[config.mk]
export PLATFORM = sky130hd
export DESIGN_NAME = multichannel_sample_fifo
export DESIGN_NICKNAME = d
export VERILOG_FILES = /design/src/rtl/splitstreamer_pkg.sv /design/src/rtl/fifo_ram_1clk.sv /design/src/rtl/reverse_bits.sv /design/src/rtl/multichannel_sample_fifo.sv
export SDC_FILE = /design/constraint.sdc
export NUM_CORES = 1
export LEC_CHECK = 0
export CELL_PAD_IN_SITES_DETAIL_PLACEMENT = 1
export CELL_PAD_IN_SITES_GLOBAL_PLACEMENT = 1
export CORE_ASPECT_RATIO = 0.75
export CORE_UTILIZATION = 30
export CTS_CLUSTER_SIZE = 30
export DETAILED_ROUTE_END_ITERATION = 8
export HOLD_SLACK_MARGIN = 0.03
export PLACE_DENSITY = 0.61
export SLEW_MARGIN = 20
export SYNTH_ARGS = -nofsm -noshare
export SYNTH_HDL_FRONTEND = slang
export SYNTH_SLANG_ARGS = --single-unit
[constraint.sdc]
create_clock -name pin_i2s_fclk -period 6.1 [get_ports pin_i2s_fclk]
set_input_delay 0.61 -clock pin_i2s_fclk [delete_from_list [all_inputs] [get_ports pin_i2s_fclk]]
set_output_delay 0.61 -clock pin_i2s_fclk [all_outputs]
set_load 0.05 [all_outputs]
[src/rtl/splitstreamer_pkg.sv]
// Shared definitions for the I2S-to-SPDIF sample path: stream state encoding,
// width helper and default sample geometry.
package splitstreamer_pkg;

  typedef enum logic {
    FILLING   = 1'b0,
    STREAMING = 1'b1
  } stream_state_e;

  localparam int DEFAULT_WORDSIZE = 32;
  localparam int DEFAULT_CHANNELS = 2;

  // Ceiling log2, usable in parameter and port width expressions.
  function automatic int clog2(input int value);
    int result;
    result = 0;
    for (int i = 0; i < 31; i++) begin
      if ((1 << i) < value) result = i + 1;
    end
    return result;
  endfunction

endpackage

[src/rtl/fifo_ram_1clk.sv]
// Single-clock simple dual-port RAM with registered read; a same-address
// write and read in one cycle returns the old word.
module fifo_ram_1clk import splitstreamer_pkg::*; #(
  parameter int WIDTH = 64,
  parameter int DEPTH = 16,
  parameter int AW    = clog2(DEPTH)
) (
  input  logic             clk,
  input  logic             wr_en_i,
  input  logic [AW-1:0]    wr_addr_i,
  input  logic [WIDTH-1:0] wr_data_i,
  input  logic             rd_en_i,
  input  logic [AW-1:0]    rd_addr_i,
  output logic [WIDTH-1:0] rd_data_o
);

  logic [WIDTH-1:0] mem_q [DEPTH];
  logic [WIDTH-1:0] rd_data_q;

  always_ff @(posedge clk) begin
    if (wr_en_i) mem_q[wr_addr_i] <= wr_data_i;
    if (rd_en_i) rd_data_q <= mem_q[rd_addr_i];
  end

  assign rd_data_o = rd_data_q;

endmodule

[src/rtl/reverse_bits.sv]
// Pure wiring: mirrors a W-bit word so bit 0 lands on bit W-1.
module reverse_bits #(
  parameter int W = 32
) (
  input  logic [W-1:0] data_i,
  output logic [W-1:0] data_o
);

  genvar gi;
  generate
    for (gi = 0; gi < W; gi++) begin : g_bit
      assign data_o[gi] = data_i[W-1-gi];
    end
  endgenerate

endmodule

[src/rtl/multichannel_sample_fifo.sv]
// Frame-rate multichannel sample buffer between the I2S receiver and SPDIF
// transmitter, with prefill gating, watermarks and sticky error flags.
module multichannel_sample_fifo import splitstreamer_pkg::*; #(
  parameter int WORDSIZE    = DEFAULT_WORDSIZE,
  parameter int CHANNELS    = DEFAULT_CHANNELS,
  parameter int DEPTH       = 16,
  parameter int PREFILL     = 8,
  parameter int AF_THRESH   = 12,
  parameter int AE_THRESH   = 4,
  parameter int REVERSE_OUT = 1,
  parameter int MUTE_ON_UFL = 1
) (
  input  logic                         pin_i2s_fclk,
  input  logic                         rst,
  input  logic                         write_en,
  input  logic [CHANNELS*WORDSIZE-1:0] data_in,
  input  logic                         read_en,
  input  logic                         clear_flags,
  output logic [CHANNELS*WORDSIZE-1:0] data_out,
  output logic                         out_valid,
  output logic                         full,
  output logic                         empty,
  output logic                         almost_full,
  output logic                         almost_empty,
  output logic [clog2(DEPTH):0]        level,
  output logic                         streaming,
  output logic                         overflow,
  output logic                         underflow
);

  localparam int AW = clog2(DEPTH);
  localparam int LW = AW + 1;
  localparam int DW = CHANNELS * WORDSIZE;
  localparam logic [LW-1:0] DEPTH_L   = LW'(DEPTH);
  localparam logic [LW-1:0] PREFILL_L = LW'(PREFILL);
  localparam logic [LW-1:0] AF_L      = LW'(AF_THRESH);
  localparam logic [LW-1:0] AE_L      = LW'(AE_THRESH);

  stream_state_e state_q;
  logic [AW-1:0] wr_ptr_q, rd_ptr_q;
  logic [LW-1:0] level_q, level_d;
  logic          full_q, empty_q, af_q, ae_q;
  logic          out_valid_q, mute_q, ovf_q, ufl_q;
  logic          wr_acc, rd_acc, ovf_evt, ufl_evt;
  logic [DW-1:0] ram_rd_data, lane_data;

  always_comb begin
    rd_acc  = read_en && !empty_q && (state_q == STREAMING);
    wr_acc  = write_en && (!full_q || rd_acc);
    ovf_evt = write_en && !wr_acc;
    ufl_evt = read_en && empty_q && (state_q == STREAMING);
    level_d = level_q + LW'(wr_acc) - LW'(rd_acc);
  end

  always_ff @(posedge pin_i2s_fclk) begin
    if (rst) begin
      state_q     <= FILLING;
      wr_ptr_q    <= '0;
      rd_ptr_q    <= '0;
      level_q     <= '0;
      full_q      <= 1'b0;
      empty_q     <= 1'b1;
      af_q        <= 1'b0;
      ae_q        <= 1'b1;
      out_valid_q <= 1'b0;
      mute_q      <= 1'b1;
      ovf_q       <= 1'b0;
      ufl_q       <= 1'b0;
    end else begin
      wr_ptr_q    <= wr_ptr_q + AW'(wr_acc);
      rd_ptr_q    <= rd_ptr_q + AW'(rd_acc);
      level_q     <= level_d;
      full_q      <= (level_d == DEPTH_L);
      empty_q     <= (level_d == '0);
      af_q        <= (level_d >= AF_L);
      ae_q        <= (level_d <= AE_L);
      out_valid_q <= rd_acc;
      // A fresh event in the same cycle as clear_flags keeps the flag set.
      ovf_q       <= ovf_evt || (ovf_q && !clear_flags);
      ufl_q       <= ufl_evt || (ufl_q && !clear_flags);
      if (rd_acc) begin
        mute_q <= 1'b0;
      end else if (ufl_evt && (MUTE_ON_UFL != 0)) begin
        mute_q <= 1'b1;
      end
      case (state_q)
        FILLING:   if (level_d >= PREFILL_L) state_q <= STREAMING;
        STREAMING: if (ufl_evt) state_q <= FILLING;
        default:   state_q <= FILLING;
      endcase
    end
  end

  fifo_ram_1clk #(
    .WIDTH (DW),
    .DEPTH (DEPTH),
    .AW    (AW)
  ) u_ram (
    .clk       (pin_i2s_fclk),
    .wr_en_i   (wr_acc),
    .wr_addr_i (wr_ptr_q),
    .wr_data_i (data_in),
    .rd_en_i   (rd_acc),
    .rd_addr_i (rd_ptr_q),
    .rd_data_o (ram_rd_data)
  );

  genvar gi;
  generate
    for (gi = 0; gi < CHANNELS; gi++) begin : g_chan
      if (REVERSE_OUT != 0) begin : g_rev
        reverse_bits #(.W(WORDSIZE)) u_rev (
          .data_i (ram_rd_data[gi*WORDSIZE +: WORDSIZE]),
          .data_o (lane_data[gi*WORDSIZE +: WORDSIZE])
        );
      end else begin : g_pass
        assign lane_data[gi*WORDSIZE +: WORDSIZE] = ram_rd_data[gi*WORDSIZE +: WORDSIZE];
      end
    end
  endgenerate

  // The mute register gates the RAM output so reset and underflow present zeros.
  assign data_out     = mute_q ? '0 : lane_data;
  assign out_valid    = out_valid_q;
  assign full         = full_q;
  assign empty        = empty_q;
  assign almost_full  = af_q;
  assign almost_empty = ae_q;
  assign level        = level_q;
  assign streaming    = (state_q == STREAMING);
  assign overflow     = ovf_q;
  assign underflow    = ufl_q;

endmodule

==> summary.md, run 1 <==
| Metric | Value |
|---|---|
| Status | `finished, final reports clean` |
| Maximum VDD drop | `273 µV` |
| CP required | `roughly 5.5 ns` |
| Vias in the first global route | `20.0k` |
| Leak pwr | `between 10 and 15 nW` |
| Top Family by Delay on Critical Path | `buffers and inverters` |
| Skew final | `around 0.043 ns` |
| Die height | `approximately 330 µm` |
| Final Setup Violations | `0` |
| First-pass GRT wire length | `roughly 140000 µm` |
| Mapped Cells | `1671` |
| CP Capture Type | `output pin` |
| Slew @ Worst Pin | `between 1 and 1.5 ns` |
| Hold Startpoint | `underflow$_SDFF_PP0_` |
| PnR worst setup slack | `2.51 ns` |
| CP bufs+invs | `2` |
| Synth Net Count | `between 1.5k and 2k` |
| Type of origin of the critical path | `flop` |
| CTS Sinks | `1110` |
| Crit-path cells | `buf_4, nor2b_1, clkdlybuf4s50_1` |
| Slew Viols, Final | `0` |
| Yosys Warn Count | `0` |
| Antenna violations before repair | `10` |
| Clk root buf | `clkbuf_16` |
| Vias | `approximately 18k` |
| Routed WL per cell | `~26 µm` |
| Die width | `around 430 µm` |
| RSZ-0062 raised after global routing | `no` |
| Fillers | `~13k` |
| Fin crit period | `about 3.6 ns` |
| Setup tns final | `0 ns` |
| Gr ovfl total | `0` |
| Netlist cell types | `33` |
| CTS Buf Count | `~110` |
| DIE AREA | `between 100000 and 150000 µm²` |
| Post-Route WL | `~100000 µm` |
| IO Port Bufs | `145` |
| Slowest CP cell | `clkdlybuf4s50_1` |
| Hold Path Class | `flop to flop` |
| Cts hold-fix bufs | `0` |
| Num rows | `118` |
| Pin count of the biggest net entering global routing | `between 100 and 150` |
| Max Freq | `between 200 and 300 MHz` |
| All-layer global routing usage | `0.139` |
| Crit. Startpoint | `mute_q$_SDFFE_PP1P_` |
| # IOs | `146` |
| Via density | `between 4 and 5` |
| Final Net Count | `~2.0k` |
| Drc violations | `0` |
| Layout cell share with drive strength beyond 1 | `0.267` |
| Fin util | `0.356` |
| Worst-Skew Late Latency | `0.71 ns` |
| Core area | `between 100000 and 150000 µm²` |
| # resized after CTS | `0` |
| Post-CTS Setup Inserts | `0` |
| Power per cell area | `around 360 nW/µm²` |
| CTS tree | `yes` |
| Fin crit share | `0.588` |
| R2r startpoint | `streaming$_SDFF_PP0_` |
| Crit-path max FO | `40` |
| Count of final hold-check violations | `0` |
| Register area share after synthesis | `0.791` |
| Longest Clk Path Bufs | `3` |
| Layout area overhead | `17.5%` |
| H-tree depth | `3` |
| Detail Route Antenna Nets | `0` |
| DRT Pass-1 Iters | `5` |
| Final GP Congestion | `approximately 0.73` |
| Max-Cap Viols | `0` |
| HPWL Detailed | `~55000 µm` |
| Worst setup path class | `flop to output pin` |
| Dpl ws | `between 1.5 and 2 ns` |
| Mean Syn Cell Area | `approximately 25 µm²` |
| Starting DRC count in detailed routing | `1520` |
| Crit path DAT | `roughly 3.0 ns` |
| Power Total | `between 15 and 20 mW` |
| Clock transition at path regs | `roughly 0.06 ns` |
| Slew HR | `0.259` |
| Synth Register Bits | `roughly 1.1k` |
| Initial Utilization | `0.303` |
| Slowest stage delay, CP | `between 0.8 and 0.9 ns` |
| Post-Syn Area | `roughly 42000 µm²` |
per-stage QoR:
step                      instances  area, µm²  hold slack (ns)
after CTS                      3831      49100            0.498
final                          3833      49200            0.489
after floorplan                1671      41900            0.526
after detailed placement       3632      45700            0.485
after global routing           3833      49200            0.536
after global placement         3631      45700            0.468
tightest hold or removal path: stages, from the launching register on:
cell and delay, ns:
dfxtp_1 0.32, a32oi_1 0.05, nor2_1 0.08
logic make-up (layout without fill, tap and decap cells):
logic type	count (synthesis)	in the layout	share of synthesized area
flip-flops	1110	1110	0.791
multiplexers	320	320	0.173
AND/OR/NAND/NOR	120	120	0.0161
buffers and inverters	93	394	0.0136
AO/OA/AOI/OAI	12	12	0.00185
adder cells (fa/ha/maj)	10	10	0.00317
XOR/XNOR	6	6	0.00126
other	0	1	0
routing by layer:
layer | share of wire | track usage | wire length (µm)
met1 | 0.45 | 0.195 | 43700
met2 | 0.49 | 0.226 | 48000
met3 | 0.047 | 0.0246 | 4590
met4 | 0.018 | 0.0318 | 1730
met5 | 0.00035 | 0 | 34
final timing paths:
check / endpoint / slack [ns] / depth (start not counted)
worst min register to register: underflow$_SDFF_PP0_ / 0.49 / 2
worst max-delay path: data_out[36] / 2.51 / 3
worst max register to register: u_ram.mem_q[4][49]$_DFFE_PP_ / 2.69 / 7
worst min-delay path: underflow$_SDFF_PP0_ / 0.49 / 2
power by group:
group          internal (mW)  switching [mW]
combinational          0.973            1.31
clock                   3.70            2.85
sequential              8.77           0.150
total                   13.4            4.31
registers in the layout, summed over array words and instances (netlist names):
register         flops
almost_empty         1
u_ram.mem_q       1024
rd_ptr_q             4
u_ram.rd_data_o     64
full                 1
wr_ptr_q             4
level                5
underflow            1
out_valid            1
mute_q               1
almost_full          1
empty                1
overflow             1
streaming            1
cell usage after synthesis, drive strengths merged:
cell / instances / share of area
inv: 11 / 0.00099
o22ai: 2 / 0.00030
nor4bb: 1 / 0.00024
nand3: 5 / 0.00060
o21a: 1 / 0.00018
a2bb2oi: 1 / 0.00021
mux4: 320 / 0.17
a32oi: 2 / 0.00042
clkbuf: 37 / 0.0033
nor2b: 70 / 0.010
ha: 9 / 0.0027
xor2: 3 / 0.00063
edfxtp: 1088 / 0.78
or2: 2 / 0.00030
a21oi: 4 / 0.00048
and3: 2 / 0.00030
fa: 1 / 0.00048
xnor2: 3 / 0.00063
dfxtp: 22 / 0.011
nand2b: 2 / 0.00030
nor2: 23 / 0.0021
nor3: 4 / 0.00048
a31oi: 1 / 0.00015
nand3b: 3 / 0.00054
o21ai: 1 / 0.00012
or3b: 1 / 0.00021
buf: 45 / 0.0093
nand2: 7 / 0.00063
layout make-up:
class                   instances  area [µm²]  share of cell area
well taps                    1860        2330              0.0473
flip-flops and latches       1110       33100               0.674
multi-input cells             468        8290               0.169
clock buffers                 140        2820              0.0574
inverters                      11        43.8            0.000891
repair buffers                184        1930              0.0392
diodes                          1        2.50           0.0000509
clock inverters                59         606              0.0123
cell usage in the layout (no fill, tap or decap), types with 7 or more instances in the layout:
master              n
nor2_1             11
inv_1              10
clkinv_1           20
dfxtp_1            17
nand2_1             7
nor2b_1            70
nor2_4             12
buf_4              25
clkbuf_16         108
clkdlybuf4s50_1   145
ha_1                9
bufinv_16          10
clkbuf_1           32
edfxtp_1         1088
buf_12             13
clkinv_2           20
mux4_2            316
No activity file was read; power rests on OpenSTA's default activity.
==> run 2, diff against run 1 <==
- clock period: 6.1 -> 2.9 ns (I/O delays scaled with it)
==> run 2 against run 1 <==
Effect of this change:
- sequential power is 110% higher
- final area is 1.4% higher
- cell count is 0.60% higher
- combinational power is 120% higher
- count of clock-buffer cells in the layout is 16 lower
- critical path depth stayed put
- routed wire length is 3.9% lower
- first-iteration DRC count is 6.4% lower
- non-clock buffer count is 30 higher
- register-to-register slack worse by 2.3 ns
- largest power group unchanged
- highest routed layer unchanged
==> summary.md, run 2 (synthesis gave the netlist of run 1 again) <==
| Metric | Value |
|---|---|
| Slew Viols, Final | `0 (unchanged)` |
| Worst setup path class | `flop to output pin` |
| Status | `finished, final reports clean` |
| Pin count of the biggest net entering global routing | `51 (-65%)` |
| Hold Path Class | `input port to flop` |
| Clock power frac | `0.363 (-0.006)` |
| Hold Path Sink | `overflow$_SDFF_PP0_` |
| CTS Sinks | `1110 (unchanged)` |
| Vias in the first global route | `19.8k (-0.75%)` |
| Dpl ws | `-0.0400 ns (-1.94 ns)` |
| Met3 Use GR | `0.0237 (-0.000919)` |
| CTS tree | `yes` |
| Terminus of the critical flop-to-flop path | `full$_SDFF_PP0_` |
| Die height | `325 µm (unchanged)` |
| Max-Cap Viols | `0 (unchanged)` |
| Vias | `18.1k (-0.80%)` |
| Leak pwr | `14.8 nW (+1.9%)` |
| Longest Clk Path Bufs | `3 (unchanged)` |
| Met2 Use GR | `0.226 (about the same)` |
| Top reg by flops | `u_ram.mem_q` |
| Clock transition at path regs | `0.07 ns (about the same)` |
| Starting DRC count in detailed routing | `1423 (-6.4%)` |
| Worst R2R Path Depth | `11 (+4)` |
| Maximum VDD drop | `461 µV (+69%)` |
| Fillers | `13.3k (-0.14%)` |
| Sw Pwr | `8.93 mW (+110%)` |
| Commonest non-fill, non-tap cell in the layout | `edfxtp_1` |
| Fin crit period | `2.75 ns` |
| Final std cells w/o fill | `3856 (+0.60%)` |
| Drc violations | `0 (unchanged)` |
| Internal power | `28.4 mW (+110%)` |
| Power Total | `37.4 mW (+110%)` |
| Largest register FFs | `1024 (unchanged)` |
| Clk root buf | `clkbuf_16` |
| Power per cell area | `749 nW/µm² (+110%)` |
| Max Freq | `~360 MHz` |
| Count of final hold-check violations | `0 (unchanged)` |
| DRT Pass-1 Iters | `4 (-1)` |
| Hold Startpoint | `clear_flags` |
| Slew HR | `0.438 (+0.179)` |
| HPWL Detailed | `54400 µm (-1.4%)` |
| CP required | `2.61 ns (-2.88 ns)` |
| CP Capture Type | `output pin` |
| Hold WS | `0.267 ns (-0.222 ns)` |
| All-layer global routing usage | `0.135 (-0.00483)` |
| Final Net Count | `1987 (+1.3%)` |
| Peak-usage layer in the global routing report | `met2` |
| Routed WL per cell | `24.5 µm (-4.5%)` |
| Final Setup Violations | `0 (unchanged)` |
| Slew @ Worst Pin | `0.843 ns (-0.265 ns)` |
| Seq pwr share | `0.501 (about the same)` |
| DIE AREA | `141000 µm² (unchanged)` |
| Hold depth | `4 (+2)` |
| Crit-path max FO | `16 (-60%)` |
| Fin crit share | `0.947` |
| Commonest cells after routing, fill and taps aside | `edfxtp_1, mux4_2, clkdlybuf4s50_1` |
| Crit path DAT | `2.46 ns (-0.52 ns)` |
| Core area | `138000 µm² (unchanged)` |
| RSZ-0062 raised after global routing | `no` |
| Net Sw Frac | `0.239 (-0.00395)` |
| Layout cell share with drive strength beyond 1 | `0.288 (+0.0203)` |
| Die width | `433 µm (unchanged)` |
| Antenna violations before repair | `8 (-2)` |
| IO Port Bufs | `145 (unchanged)` |
| Worst R2R Setup Slack | `0.41 ns (-2.28 ns)` |
| Gr ovfl total | `0 (unchanged)` |
| Layout area overhead | `19.2%` |
| Worst-Skew Late Latency | `0.70 ns (about the same)` |
| Grt met1 use | `0.183 (-0.0119)` |
| PnR worst setup slack | `0.155 ns (-2.36 ns)` |
| H-tree depth | `3 (unchanged)` |
| Skew final | `0.0252 ns (-0.0179 ns)` |
| Num rows | `118 (unchanged)` |
| # IOs | `146 (unchanged)` |
| Type of origin of the critical path | `flop` |
| Initial Utilization | `0.303 (unchanged)` |
| CTS Buf Count | `103 (-4.6%)` |
| R2r startpoint | `empty$_SDFF_PP1_` |
| Cts hold-fix bufs | `0 (unchanged)` |
| Detail Route Antenna Nets | `0 (unchanged)` |
| Via density | `4.70 (-1.4%)` |
| Post-Route WL | `94300 µm (-3.9%)` |
| First-pass GRT wire length | `138000 µm (-3.3%)` |
| Combinational share of power | `0.136 (+0.007)` |
| Placed insts | `3662 (+0.83%)` |
| Final GP Congestion | `0.729 (+0.54%)` |
run 2: how the worst max path moves through the flow:
stage,start,slack (ns),to,depth (start not counted)
2_1_floorplan,empty$_SDFF_PP1_,-0.48,u_ram.mem_q[0][0]$_DFFE_PP_,6
3_3_place_gp,read_en,0.02,full$_SDFF_PP0_,12
3_5_place_dp,read_en,-0.04,full$_SDFF_PP0_,12
4_1_cts,mute_q$_SDFFE_PP1P_,0.009,data_out[0],3
5_1_grt,mute_q$_SDFFE_PP1P_,0.02,data_out[53],3
6_report,mute_q$_SDFFE_PP1P_,0.15,data_out[53],3
run 2: cell type report:
| class | count | area, µm² | share of cell area |
|---|---|---|---|
| Timing Repair Buffer | 214 | 2640 | 0.0529 |
| Multi-Input combinational cell | 468 | 8360 | 0.168 |
| Tap cell | 1860 | 2330 | 0.0467 |
| Clock inverter | 66 | 653 | 0.0131 |
| Sequential cell | 1110 | 33100 | 0.665 |
| Clock buffer | 124 | 2700 | 0.0541 |
| Antenna cell | 3 | 7.51 | 0.000151 |
| Inverter | 11 | 45.0 | 0.000903 |
run 2: power by group through the flow:
stage,logic (mW),clock network (mW),registers (mW)
floorplan,3.31,0,19.2
global placement,5.08,0,19.0
detailed placement,5.22,0,19.1
CTS,5.27,13.9,18.7
global route,5.46,14.5,18.8
finish,5.09,13.6,18.7
run 2: critical path: stages (launching register included):
cell and delay [ns]:
dfxtp_4 0.47, buf_4 0.27, nor2b_1 0.16, clkdlybuf4s50_1 0.83
run 2: routing by layer:
layer,vias to the layer above,wire length (µm)
li1,7662,-
met1,9967,41300
met2,372,47700
met3,129,3810
met4,4,1450
met5,-,20
run 2: metrics by stage:
stage	setup TNS, ns	util	instance area, µm²
after floorplan	-102.53	-	42000
after global placement	0	0.336	46500
after detailed placement	-0.0400	0.336	46500
after CTS	0	0.361	49900
after global routing	0	0.361	49900
final	0	0.361	49900
run 2: what timing repair did:
| action | CTS | global route |
|---|---|---|
| buffers inserted | 1 | 0 |
| endpoints found under the setup margin | 37 | 0 |
| gates resized for setup | 7 | 0 |
==> edit 1 (settings of run 2) <==
Register the output `level` once more, with the module's reset; this adds one clock of latency there. The other outputs are not delayed to match.
--- a/src/rtl/multichannel_sample_fifo.sv
+++ b/src/rtl/multichannel_sample_fifo.sv
@@ -126,7 +126,13 @@
   assign empty        = empty_q;
   assign almost_full  = af_q;
   assign almost_empty = ae_q;
-  assign level        = level_q;
+  always_ff @(posedge pin_i2s_fclk) begin
+    if (rst) begin
+      level <= '0;
+    end else begin
+      level <= level_q;
+    end
+  end
   assign streaming    = (state_q == STREAMING);
   assign overflow     = ovf_q;
   assign underflow    = ufl_q;
Formal check against the unedited RTL: not equivalent (Yosys sat finds a counterexample within 4 cycles, from zero or initial values and one cycle with rst high).
==> edit 1 against run 2 <==
Total power decreased by 1.7%; cell area is 0.15% lower; worst setup slack gained 0.0096 ns; clock skew grew 0.0044 ns; synthesized area increased by 0.22%; routed wire length grew 2.2%; critical endpoint is now data_out[18]; sequential cell count is 5 higher.
==> edit 1: results (changes against run 2) <==
{
  "final-seq-area": {"value": 33200, "unit": "µm²", "change": "+0.30%"},
  "synth_seq_area_share": {"value": 79.2, "unit": "%", "change": "about the same"},
  "synth_top_cells_by_count": "sky130_fd_sc_hd__edfxtp_1 (1088), sky130_fd_sc_hd__mux4_2 (316), sky130_fd_sc_hd__nor2b_1 (72)",
  "timing.max_slew.rel_slack": {"value": 31.5, "unit": "%", "change": "-12 points"},
  "avgRoutedWirePerCell": {"value": 25.0, "unit": "µm", "change": "+2.1%"},
  "first_global_vias": {"value": 20100, "change": "+1.3%"},
  "route.met2.wl": {"value": 48700, "unit": "µm", "change": "+2.2%"},
  "total_number_of_nets_in_the_final_design": {"value": 2000, "change": "+0.65%"},
  "cts-buffers-inserted": {"value": 104, "change": "+0.97%"},
  "leakage": {"value": 14.8, "unit": "nW", "change": "+0.13%"},
  "drive_above_1_share": {"value": 28.0, "unit": "%", "change": "-0.79 points"},
  "wl_met1": {"value": 42100, "unit": "µm", "change": "+1.7%"},
  "groute.layer.met3.usage": {"value": 2.45, "unit": "%", "change": "+0.088 points"},
  "number_of_setup_buffers_added_after_cts": {"value": 2, "change": "+1"},
  "outcome": "finished clean",
  "placed_area": {"value": 46600, "unit": "µm²", "change": "+0.30%"},
  "avgSynthCellArea": {"value": 24.9, "unit": "µm²", "change": "-0.38%"},
  "compound_gate_fraction_of_synth_area": {"value": 0.185, "unit": "%", "change": "-0.00040 points"},
  "drt_pre_antenna_iters": {"value": 5, "change": "+1"},
  "vias": {"value": 18200, "change": "+0.26%"},
  "synthXorXnorAreaFrac": {"value": 0.125, "unit": "%", "change": "-0.00027 points"},
  "synth-adder-area-share": {"value": 0.316, "unit": "%", "change": "-0.00068 points"},
  "dp.final_hpwl": {"value": 53000, "unit": "µm", "change": "-2.6%"},
  "routed_via_density": {"value": 4.71, "change": "+0.10%"},
  "syn-num-nets": {"value": 1760, "change": "+0.57%"},
  "finalWeightedCongestion": {"value": 0.728, "change": "-0.11%"},
  "globalRouteTotalUtil": {"value": 13.7, "unit": "%", "change": "+0.30 points"}
}
edit 1: changes by cell type in the layout (fill, tap and decap cells not counted), sizes merged, moves of 3 or more:
cell,delta
dlygate4sd2,+14
clkdlybuf4s50,-11
clkbuf,+10
clkinv,-9
bufinv,-8
dfxtp,+5
nor2,+3
edit 1: report_power, final:
part / internal, W / switching, W / total (W)
Combinational: 0.00225 / 0.00277 / 0.00502
Clock: 0.00706 / 0.00585 / 0.0129
Sequential: 0.0185 / 0.000272 / 0.0188
edit 1: cell type report:
cell class	count	area share, %
inverters	11	0.0905
flip-flops and latches	1115	66.8
repair buffers	216	5.33
multi-input cells	473	16.8
well taps	1860	4.67
clock inverters	50	0.759
diodes	3	0.0151
clock buffers	134	5.54
edit 1: logic make-up (layout without fill, tap and decap cells):
kind of cell	count (synthesis)	after routing
AOI/OAI and AO/OA	12	12
xor gates and xnor gates	6	6
adders and majority gates	10	10
buffers and inverters	93	411
DFF	1115	1115
muxes	320	320
other	0	3
and+or+nand+nor	125	125
==> edit 2 (config.mk and constraints of run 2) <==
Without the edit above. Change the package constant `DEFAULT_WORDSIZE` from 32 to 16.
--- a/src/rtl/splitstreamer_pkg.sv
+++ b/src/rtl/splitstreamer_pkg.sv
@@ -7,7 +7,7 @@
     STREAMING = 1'b1
   } stream_state_e;
 
-  localparam int DEFAULT_WORDSIZE = 32;
+  localparam int DEFAULT_WORDSIZE = 16;
   localparam int DEFAULT_CHANNELS = 2;
 
   // Ceiling log2, usable in parameter and port width expressions.
Ports: changed (resized data_in and data_out); port bits go from 146 to 82. The function was not compared with the original's and may differ.
==> edit 2 against run 2 <==
Critical path type unchanged; cell area is 48% lower; total power is 46% lower; largest power group unchanged; worst setup slack better by 0.15 ns; routed wire length is 49% lower; non-clock buffer count is 73 lower; synthesized area is 49% lower; sequential cell count is 544 lower; count of clock-buffer cells in the layout is 62 lower; via count is 48% lower; die area is 49% lower.
==> edit 2: results (changes against run 2) <==
{
  "slowest_delay": {"value": 0.76, "unit": "ns", "change": "-0.07 ns"},
  "syn-num-nets": {"value": 937, "change": "-46%"},
  "vias": {"value": 9481, "change": "-48%"},
  "avgRoutedWirePerCell": {"value": 23.5, "unit": "µm", "change": "-3.9%"},
  "drive_above_1_share": {"value": 30.5, "unit": "%", "change": "+1.8 points"},
  "max_reg_flops": {"value": 512, "change": "-50%"},
  "cp_data_arrival_time": {"value": 2.31, "unit": "ns", "change": "-0.15 ns"},
  "cts_sinks": {"value": 566, "change": "-49%"},
  "grt_pass1_wl": {"value": 70100, "unit": "µm", "change": "-49%"},
  "synth_edf_count": {"value": 544, "change": "-50%"},
  "antenna_found_initial": {"value": 1, "change": "-7"},
  "number_of_setup_buffers_added_after_cts": {"value": 0, "change": "-1"},
  "r2r-end": "streaming",
  "grtUsageMet2": {"value": 20.8, "unit": "%", "change": "-1.8 points"},
  "grt_start_max_net_pins": {"value": 73, "change": "+43%"},
  "globalRouteTotalUtil": {"value": 13.4, "unit": "%", "change": "-0.060 points"},
  "synth_seq_area_share": {"value": 78.4, "unit": "%", "change": "-0.71 points"},
  "worst_skew_pair.late_latency": {"value": 0.61, "unit": "ns", "change": "-0.09 ns"},
  "port_buffers": {"value": 81, "change": "-44%"},
  "dp.final_hpwl": {"value": 28800, "unit": "µm", "change": "-47%"},
  "num-fill-cells": {"value": 6709, "change": "-50%"},
  "ir_drop": {"value": 0.529, "unit": "mV", "change": "+15%"},
  "drt_iter0_markers": {"value": 754, "change": "-47%"},
  "cts-buffers-inserted": {"value": 53, "change": "-49%"},
  "leakage": {"value": 7.82, "unit": "nW", "change": "-47%"},
  "outcome": "finished clean",
  "first_global_vias": {"value": 10300, "change": "-48%"},
  "total_number_of_nets_in_the_final_design": {"value": 1091, "change": "-45%"},
  "ff2ff_setup_slack": {"value": 0.44, "unit": "ns", "change": "+0.03 ns"},
  "finalWeightedCongestion": {"value": 0.695, "change": "-4.7%"},
  "synth_top_cells_by_count": "sky130_fd_sc_hd__edfxtp_1 (544), sky130_fd_sc_hd__mux4_2 (157), sky130_fd_sc_hd__nor2b_1 (38)",
  "drt_pre_antenna_iters": {"value": 6, "change": "+2"},
  "timing.max_slew.rel_slack": {"value": 41.7, "unit": "%", "change": "-2.1 points"}
}
[edit 2: cell count changes after synthesis, sizes merged, moves of 2 or more]
cell	delta
edfxtp	-544
mux4	-160
nor2b	-32
clkbuf	-22
buf	-18
xnor2	+3
a21o	+2
a21oi	-2
and3	-2
inv	-2
nand3	-2
o22ai	-2
o31ai	+2
or2	-2
[edit 2: area by class of cell]
| class | count | area, µm² | area share (%) |
|---|---|---|---|
| flip-flops and latches | 566 | 16800 | 64.4 |
| multi-input cells | 273 | 4510 | 17.3 |
| repair buffers | 141 | 1750 | 6.71 |
| clock buffers | 62 | 1390 | 5.33 |
| well taps | 946 | 1180 | 4.54 |
| clock inverters | 34 | 418 | 1.60 |
| inverters | 9 | 37.5 | 0.144 |
| diodes | 1 | 2.50 | 0.00959 |
[edit 2: layer usage]
| layer | vias to the layer above | part of all wire [%] |
|---|---|---|
| met3 | 65 | 5.0 |
| met5 | - | 0 |
| met1 | 5151 | 47 |
| met4 | 0 | 1.6 |
| li1 | 4069 | - |
| met2 | 196 | 46 |
[edit 2: how the worst max path moves through the flow]
stage,cells after the start,end,start
floorplan,6,u_ram.mem_q[5][0],streaming
global placement,12,streaming,read_en
detailed placement,12,streaming,read_en
CTS,3,data_out[13],mute_q
global route,3,data_out[13],mute_q
finish,3,data_out[13],mute_q
[edit 2: kinds of logic after synthesis]
kind of cell / share of synthesized area [%]
flops: 78.4
mux: 16.9
simple gates: 2.06
buf+inv: 1.23
compound gates: 0.380
fa+ha+maj: 0.620
xor+xnor: 0.369
[edit 2: worst register-to-register path, cell delays in order, from the launching register on]
cell                       delay, ns
sky130_fd_sc_hd__dfxtp_4        0.35
sky130_fd_sc_hd__nand3b_1       0.22
sky130_fd_sc_hd__nand2_1        0.10
sky130_fd_sc_hd__nand2_1        0.11
sky130_fd_sc_hd__ha_4           0.28
sky130_fd_sc_hd__inv_1          0.04
sky130_fd_sc_hd__ha_2           0.18
sky130_fd_sc_hd__fa_2           0.34
sky130_fd_sc_hd__a21o_1         0.17
sky130_fd_sc_hd__a21oi_2        0.20
sky130_fd_sc_hd__xnor2_2        0.12
sky130_fd_sc_hd__o31a_1         0.25
[edit 2: metrics by stage]
step / instances / cell area (µm²) / power (W) / util, % / setup TNS [ns]
after floorplan: 890 / 21500 / 0.0119 / - / -36.44
after global placement: 1935 / 24300 / 0.0131 / 34.5 / 0
after detailed placement: 1935 / 24300 / 0.0132 / 34.5 / 0
after CTS: 2031 / 26100 / 0.0205 / 37.1 / 0
after global routing: 2031 / 26100 / 0.0210 / 37.1 / 0
final: 2032 / 26100 / 0.0202 / 37.1 / 0
[edit 2: report_power, final]
| group | internal (W) | switching (W) |
|---|---|---|
| Sequential | 0.00947 | 0.000194 |
| Clock | 0.00417 | 0.00308 |
| Combinational | 0.00148 | 0.00182 |
